--- config.mk ---
export PLATFORM = sky130hd
export DESIGN_NAME = mux_arb
export DESIGN_NICKNAME = d
export VERILOG_FILES = /design/src/rtl/mux_arb.sv
export SDC_FILE = /design/constraint.sdc
export NUM_CORES = 1
export LEC_CHECK = 0
export BUFFER_PORTS_ARGS = -buffer_cell sky130_fd_sc_hd__clkbuf_2
export CAP_MARGIN = 20
export CORE_MARGIN = 8
export CORE_UTILIZATION = 30
export CTS_BUF_LIST = sky130_fd_sc_hd__clkbuf_4
export CTS_CLUSTER_DIAMETER = 100
export DETAILED_ROUTE_END_ITERATION = 16
export GPL_TIMING_DRIVEN = 0
export SKIP_LAST_GASP = 1
export SLEW_MARGIN = 20
export SYNTH_ARGS = -nofsm -noshare
export SYNTH_HDL_FRONTEND = slang
export SYNTH_SLANG_ARGS = --single-unit
--- constraint.sdc ---
create_clock -name clk -period 1.8 [get_ports clk]
set_input_delay 0.09 -clock clk [delete_from_list [all_inputs] [get_ports clk]]
set_output_delay 0.09 -clock clk [all_outputs]
set_load 0.03 [all_outputs]
--- src/rtl/mux_arb.sv ---
// N-channel registered mux with valid/ready, fixed-select or round-robin grant.
// Define MUX_ARB_LOCK_EN to add in_last/out_last and packet-level grant locking.

// Per-channel ready qualifier: a channel is ready only when it holds the grant
// and the output register can take a beat this cycle.
module mux_arb_lane #(
  parameter int SEL_WIDTH = 2,
  parameter int IDX       = 0
) (
  input  logic                 gnt_any,
  input  logic [SEL_WIDTH-1:0] gnt_idx,
  input  logic                 load_en,
  output logic                 ready
);
  assign ready = gnt_any && load_en && (gnt_idx == SEL_WIDTH'(IDX));
endmodule

module mux_arb #(
  parameter int WIDTH     = 32,
  parameter int NUM_CH    = 4,
  parameter int SEL_WIDTH = $clog2(NUM_CH),
  parameter int MODE      = 0
) (
  input  logic                    clk,
  input  logic                    rst,
  input  logic [NUM_CH*WIDTH-1:0] in_data,
  input  logic [NUM_CH-1:0]       in_valid,
  output logic [NUM_CH-1:0]       in_ready,
  input  logic [SEL_WIDTH-1:0]    sel,
`ifdef MUX_ARB_LOCK_EN
  input  logic [NUM_CH-1:0]       in_last,
  output logic                    out_last,
`endif
  output logic [WIDTH-1:0]        out_data,
  output logic                    out_valid,
  input  logic                    out_ready,
  output logic [SEL_WIDTH-1:0]    out_ch
);

  logic [NUM_CH-1:0][WIDTH-1:0] ch_data;
  logic [SEL_WIDTH-1:0]         ptr;
  logic [SEL_WIDTH-1:0]         gnt_idx;
  logic                         gnt_any;
  logic                         load_en;
  logic                         xfer;
  logic [WIDTH-1:0]             gnt_data;
  logic                         locked;
  logic [SEL_WIDTH-1:0]         lock_ch;

  assign ch_data = in_data;
  // Reset cycle must not accept a beat, so the register enable is gated by rst.
  assign load_en = (!out_valid || out_ready) && !rst;
  assign xfer    = gnt_any && load_en;

  always_comb begin
    gnt_any = 1'b0;
    gnt_idx = '0;
    if (locked) begin
      for (int i = 0; i < NUM_CH; i++)
        if (lock_ch == SEL_WIDTH'(i)) begin
          gnt_any = in_valid[i];
          gnt_idx = lock_ch;
        end
    end else if (MODE == 0) begin
      // sel values at or above NUM_CH match no channel and so grant nothing.
      for (int i = 0; i < NUM_CH; i++)
        if (sel == SEL_WIDTH'(i) && in_valid[i]) begin
          gnt_any = 1'b1;
          gnt_idx = sel;
        end
    end else begin
      // Walk the search order backwards so the nearest successor of ptr wins.
      for (int k = NUM_CH; k >= 1; k--) begin
        if (in_valid[(int'(ptr) + k) % NUM_CH]) begin
          gnt_any = 1'b1;
          gnt_idx = SEL_WIDTH'((int'(ptr) + k) % NUM_CH);
        end
      end
    end
  end

  always_comb begin
    gnt_data = '0;
    for (int i = 0; i < NUM_CH; i++)
      if (gnt_idx == SEL_WIDTH'(i)) gnt_data = ch_data[i];
  end

  for (genvar i = 0; i < NUM_CH; i++) begin : g_lane
    mux_arb_lane #(
      .SEL_WIDTH (SEL_WIDTH),
      .IDX       (i)
    ) u_lane (
      .gnt_any (gnt_any),
      .gnt_idx (gnt_idx),
      .load_en (load_en),
      .ready   (in_ready[i])
    );
  end

  always_ff @(posedge clk) begin
    if (rst) begin
      out_valid <= 1'b0;
      out_data  <= '0;
      out_ch    <= '0;
      ptr       <= SEL_WIDTH'(NUM_CH - 1);
    end else if (load_en) begin
      if (xfer) begin
        out_valid <= 1'b1;
        out_data  <= gnt_data;
        out_ch    <= gnt_idx;
        ptr       <= gnt_idx;
      end else begin
        out_valid <= 1'b0;
      end
    end
  end

`ifdef MUX_ARB_LOCK_EN
  logic gnt_last;

  always_comb begin
    gnt_last = 1'b0;
    for (int i = 0; i < NUM_CH; i++)
      if (gnt_idx == SEL_WIDTH'(i)) gnt_last = in_last[i];
  end

  // A non-final beat pins the grant to its channel until the final beat moves.
  always_ff @(posedge clk) begin
    if (rst) begin
      locked   <= 1'b0;
      lock_ch  <= '0;
      out_last <= 1'b0;
    end else if (xfer) begin
      locked   <= !gnt_last;
      lock_ch  <= gnt_idx;
      out_last <= gnt_last;
    end
  end
`else
  assign locked  = 1'b0;
  assign lock_ch = '0;
`endif

endmodule

==> results of run 1 <==
## power breakdown
| group | switching [mW] | total, mW | internal [mW] | leakage, nW |
|---|---|---|---|---|
| Clock | 0.278 | 0.461 | 0.183 | 0.0361 |
| Combinational | 0.432 | 0.815 | 0.383 | 1.51 |
| Sequential | 0.0372 | 0.885 | 0.848 | 0.288 |
| Total | 0.748 | 2.16 | 1.41 | 1.83 |
## per-layer routing
layer  vias up  track usage (%)
li1       1261                -
met1      1201            18.15
met2       121            29.58
met3         4            5.773
met4         0            4.238
met5         -                0
## per-stage QoR
step	setup TNS, ns	hold slack [ns]	cells
2_1_floorplan	0	0.1591	224
3_3_place_gp	-0.2766	0.3995	496
3_5_place_dp	-0.2382	0.4078	496
4_1_cts	-0.1899	0.02223	506
5_1_grt	-0.3178	0.02590	509
6_report	-0.1009	0.03740	509
## cell type report
type,count,area share (%)
plain buffers,26,5.287
clock buffers,7,1.575
clock inverters,1,0.1500
inverters,3,0.3375
multi-input cells,157,39.26
flip-flops and latches,35,21.03
well taps,99,3.712
repair buffers,181,28.65
## state kept, by name, summed over array words and instances, names as in the netlist
signal     count
out_valid      1
out_ch         2
out_data      32
## synthesized netlist by cell type (3+ instances only)
cell type | instances | area (sq um)
and2_1 | 3 | 18.77
dfxtp_1 | 35 | 700.7
nand2_1 | 3 | 11.26
nand2b_1 | 33 | 206.5
clkbuf_1 | 4 | 15.01
inv_1 | 3 | 11.26
a21oi_1 | 3 | 15.01
buf_4 | 7 | 52.55
buf_6 | 6 | 67.56
a32o_1 | 32 | 320.3
buf_2 | 12 | 60.06
a221o_1 | 31 | 310.3
a21o_1 | 31 | 232.7
## worst max-delay path, delay by kind of cell, from the launching register on
kind | cells | cell delay, ns
and+or+nand+nor | 3 | 0.64
DFF | 1 | 0.34
buffers and inverters | 2 | 0.24
AOI/OAI and AO/OA | 1 | 0.18
## how the worst max path moves through the flow
| stage | from | endpoint | slack (ns) | depth (start not counted) |
|---|---|---|---|---|
| global placement | out_valid | in_ready[3] | -0.10 | 7 |
| CTS | out_valid | in_ready[3] | -0.07 | 6 |
| finish | out_valid | in_ready[0] | -0.04 | 6 |
| global route | out_valid | in_ready[0] | -0.11 | 6 |
| detailed placement | out_valid | in_ready[3] | -0.09 | 7 |
| floorplan | out_valid | in_ready[3] | 0.08 | 6 |
## repair_timing
item                                    4_1_cts  5_1_grt
buffers inserted                              5        3
resized for setup                            13        3
hold buffers                                  0        0
pin swaps                                     2        2
endpoints found under the setup margin        3        3
endpoints found under the hold margin         0        0
## kinds of logic (layout without fill, tap and decap cells)
group	count (synthesis)	in the layout	synth area share (%)
compound gates	103	103	42.61
buf+inv	32	218	9.375
flops	35	35	31.82
mux	3	3	1.420
simple gates	51	51	14.77
==> flow_summary.yaml, run 1 <==
floorplan:
  num_rows: 31
  core_sq_um: 7176
  ios: 176
  die_x_microns: 101.7
  die_area_sq_um: 10340
  die_y_microns: 101.7
  initial_core_util_pct: 30.69
worst_setup_path:
  cp_data_arrival_time_ns: 1.75
  cp-start-kind: "flip-flop"
  cp_slowest_stage_delay_ns: 0.38
  reg2reg_from: "out_valid"
  r2r_end: "out_data[12]"
  r2r_cells: 6
  r2r_setup_slack_ns: 0.18
  critical_path_class: "reg2out"
  critPathCaptureType: "primary output"
  critical_path.slowest_cell: "or3_4"
  crit_required_ns: 1.71
  path_cells: "nor2b_4, or3_4, a21oi_4, buf_6, and2_4, buf_8"
  cp_max_fo: 5
sta:
  min_period_ns: 1.836
  period_share_pct: 102.0
  setup_viol: 3
  fin_skew_ns: 0.006359
  rsz0062_at_grt: "yes"
  tightest_slew_ns: 0.5254
  layout_setup_ws_ns: -0.03600
  max_freq_mhz: 544.7
  hold_viol_final: 0
  maxSlewViolCount: 0
  slew_headroom_pct: 64.97
drt:
  top_layer: "met4"
  drt_iter0_markers: 80
  drtPass1Iterations: 4
  post_drt_wl_per_cell_microns: 17.73
  num_vias: 2587
  m1WireLength_microns: 3606
  vias_per_cell: 5.083
  ant_nets: 0
  wl_microns: 9026
  wl_met3_microns: 900
  dr_wl_met2_microns: 4454
  drcViolationCount: 0
hold_path:
  min_to: "out_valid"
  hold_path.class: "in2reg"
  worstHoldStart: "rst"
  whs_path_depth: 2
layout:
  nFillCells: 727
  drive_above_1_share_pct: 54.15
  diodes: 0
  area_growth_pct: 51.53
  fin_area_sq_um: 3337
  post-route-util_pct: 46.50
  final_cell_mix: "170 x clkbuf_2, 34 x dfxtp_1, 33 x nand2b_1"
  seq_area_sq_um: 701.9
  multiInputGateArea_sq_um: 1310
  layout_commonest_cell: "clkbuf_2"
  fin_nets: 546
placement:
  dp_slack_ns: -0.08771
  gp_congestion: 0.8312
  dp_hpwl_microns: 7144
  dpl_cell_area_sq_um: 3192
  port_buffers: 173
synthesis:
  synth-seq-cells: 35
  synth_nets: 361
  synth_flop_cell: "dfxtp_1"
  synth-edff-count: 0
  synthArstFlopShare_pct: 0
  synth_cell_types: 30
  ys_seq_area_share_pct: 31.82
  synth.avg_cell_area_sq_um: 9.831
  syn_area_sq_um: 2202
  synthCells: 224
  yosys_warnings: 0
grt:
  grt-ovfl-total: 0
  grt_max_degree: 11
  grt_pass1_wl_microns: 13420
  grt_pass1_vias: 2744
  track_usage_pct: 16.58
  antenna_found_initial: 0
clock_network:
  cts.sinks: 35
  clk_pin_slew_ns: 0.11
  max-clock-path-buffers: 2
  ctsRootBufferMaster: "clkbuf_4"
  cts_tree: "done"
  cts_buffers: 5
  clock_latency_ns: 0.34
  htreeDepth: 2
status:
  violations: "negative setup slack"
  status: "finished, violations left"
power:
  cellPowerDensity_nw_per_um2: 647.6
  power_leakage_nw: 1.831
  ir_worst_vdd_uv: 250.5
  p_total_mw: 2.161
run:
  max_cap_viol_count: 0
(Power assumes the default switching activity.)
==> run 2: changes to the inputs <==
--- a/config.mk
+++ b/config.mk
@@ -13,6 +13,7 @@
 export CTS_CLUSTER_DIAMETER = 100
 export DETAILED_ROUTE_END_ITERATION = 16
 export GPL_TIMING_DRIVEN = 0
+export SKIP_CTS_REPAIR_TIMING = 1
 export SKIP_LAST_GASP = 1
 export SLEW_MARGIN = 20
 export SYNTH_ARGS = -nofsm -noshare
==> run 2 against run 1 <==
Compared with the run above: the flow still finishes with violations (negative setup slack); worst hold slack worse by 0.00084 ns; die area unchanged; clock skew about the same; global-route usage down 0.26 points; register-to-register slack better by 0.02 ns; sequential share of layout area up 0.22 points; critical endpoint is now in_ready[3]; fmax down 7.1%; setup slack worse by 0.14 ns; first-iteration DRC count down 25%; via count down 0.66%.
==> flow_summary.yaml, run 2 (synthesis gave the netlist of run 1 again) <==
worst_setup_path:
  reg2reg_from: "out_valid"
  cp_data_arrival_time_ns: 1.89
  crit_required_ns: 1.71
  critPathCaptureType: "primary output"
  startpoint: "out_valid"
  cp_max_fo: 7
  cp-start-kind: "flip-flop"
  critical_path_class: "reg2out"
sta:
  layout_setup_ws_ns: -0.1756
  min_period_ns: 1.976
  whs_ns: 0.03656
  setup_viol: 3
  hold_viol_final: 0
  fin_skew_ns: 0.006471
  tightest_slew_ns: 0.5254
  max_freq_mhz: 506.2
  rsz0062_at_grt: "yes"
  slew_headroom_pct: 64.97
  maxSlewViolCount: 0
  period_share_pct: 109.8
layout:
  diodes: 0
  top_regs: "out_data x32, out_ch x2, out_valid x1"
  top_register: "out_data"
  fin_nets: 543
  drive_above_1_share_pct: 53.81
  area_growth_pct: 50.00
  post-route-util_pct: 46.03
  layout_commonest_cell: "clkbuf_2"
  fin_area_sq_um: 3303
  final_cell_mix: "170 x clkbuf_2, 34 x dfxtp_1, 33 x nand2b_1"
  largest_reg_flops: 32
clock_network:
  clk_pin_slew_ns: 0.11
  clock_latency_ns: 0.34
  cts_tree: "done"
  ctsRootBufferMaster: "clkbuf_4"
  cts_buffers: 5
  htreeDepth: 2
  max-clock-path-buffers: 2
  cts.sinks: 35
hold_path:
  worstHoldStart: "rst"
  hold_path.class: "in2reg"
drt:
  post_drt_wl_per_cell_microns: 17.67
  drcViolationCount: 0
  drt_iter0_markers: 60
  ant_nets: 0
  vias_per_cell: 5.079
  drtPass1Iterations: 4
  num_vias: 2570
  wl_microns: 8942
power:
  p_sw_share_pct: 34.55
  p_total_mw: 2.148
  p_clk_share_pct: 21.4
  p_seq_share_pct: 41.2
  p_int_mw: 1.406
  ir_worst_vdd_uv: 249.8
  combPwrFrac_pct: 37.4
  power_leakage_nw: 1.814
  cellPowerDensity_nw_per_um2: 650.3
  power.switching_mw: 0.7422
placement:
  gp_congestion: 0.8312
  dp_hpwl_microns: 7144
  dp_slack_ns: -0.08771
  dpl_cell_area_sq_um: 3192
  port_buffers: 173
grt:
  grt_max_degree: 11
  antenna_found_initial: 0
  track_usage_pct: 16.32
  grt-ovfl-total: 0
  grt_pass1_wl_microns: 13230
  grt_pass1_vias: 2708
floorplan:
  die_y_microns: 101.7
  core_sq_um: 7176
  ios: 176
  die_x_microns: 101.7
  num_rows: 31
  initial_core_util_pct: 30.69
  die_area_sq_um: 10340
status:
  violations: "negative setup slack"
  status: "finished, violations left"
run:
  max_cap_viol_count: 0
==> run 2: stage by stage <==
| stage | instances | TNS (ns) |
|---|---|---|
| after floorplan | 224 | 0 |
| after detailed placement | 496 | -0.2382 |
| after global routing | 506 | -0.7694 |
| final | 506 | -0.5151 |
| after global placement | 496 | -0.2766 |
| after CTS | 504 | -1.423 |
==> run 2: worst paths after layout <==
check | slack (ns) | to | cells past startpoint
max reg2reg | 0.20 | out_data[26] | 6
min | 0.04 | out_valid | 2
max | -0.18 | in_ready[3] | 6
min reg2reg | 0.47 | out_data[7] | 1
==> run 2: layout make-up <==
cell class | count | area [sq um]
Tap cell | 99 | 123.9
Inverter | 3 | 11.26
Multi-Input combinational cell | 157 | 1310
Fill cell | 734 | 3872
Sequential cell | 35 | 701.9
Timing Repair Buffer | 178 | 922.1
Clock buffer | 7 | 52.55
Buffer | 26 | 176.4
Clock inverter | 1 | 5.005
==> run 2: power by group through the flow <==
| stage | clock [mW] | combinational (mW) | sequential, mW |
|---|---|---|---|
| floorplan | 0 | 0.339 | 1.04 |
| global placement | 0 | 0.787 | 0.899 |
| detailed placement | 0 | 0.793 | 0.903 |
| CTS | 0.478 | 0.796 | 0.886 |
| global route | 0.515 | 0.867 | 0.894 |
| finish | 0.459 | 0.803 | 0.886 |
==> run 2: layer usage <==
layer / wire, microns / vias to the layer above / GRT usage, %
li1: - / 1255 / -
met1: 3563 / 1191 / 18.27
met2: 4390 / 120 / 28.67
met3: 922 / 4 / 5.567
met4: 64 / 0 / 4.238
met5: 0 / - / 0
==> run 2: worst max-delay path, cell delays in order (launching register included) <==
cell     delay, ns
dfxtp_2       0.34
nor2b_4       0.13
or3_4         0.41
a21oi_4       0.25
buf_6         0.16
and2_4        0.13
buf_6         0.12
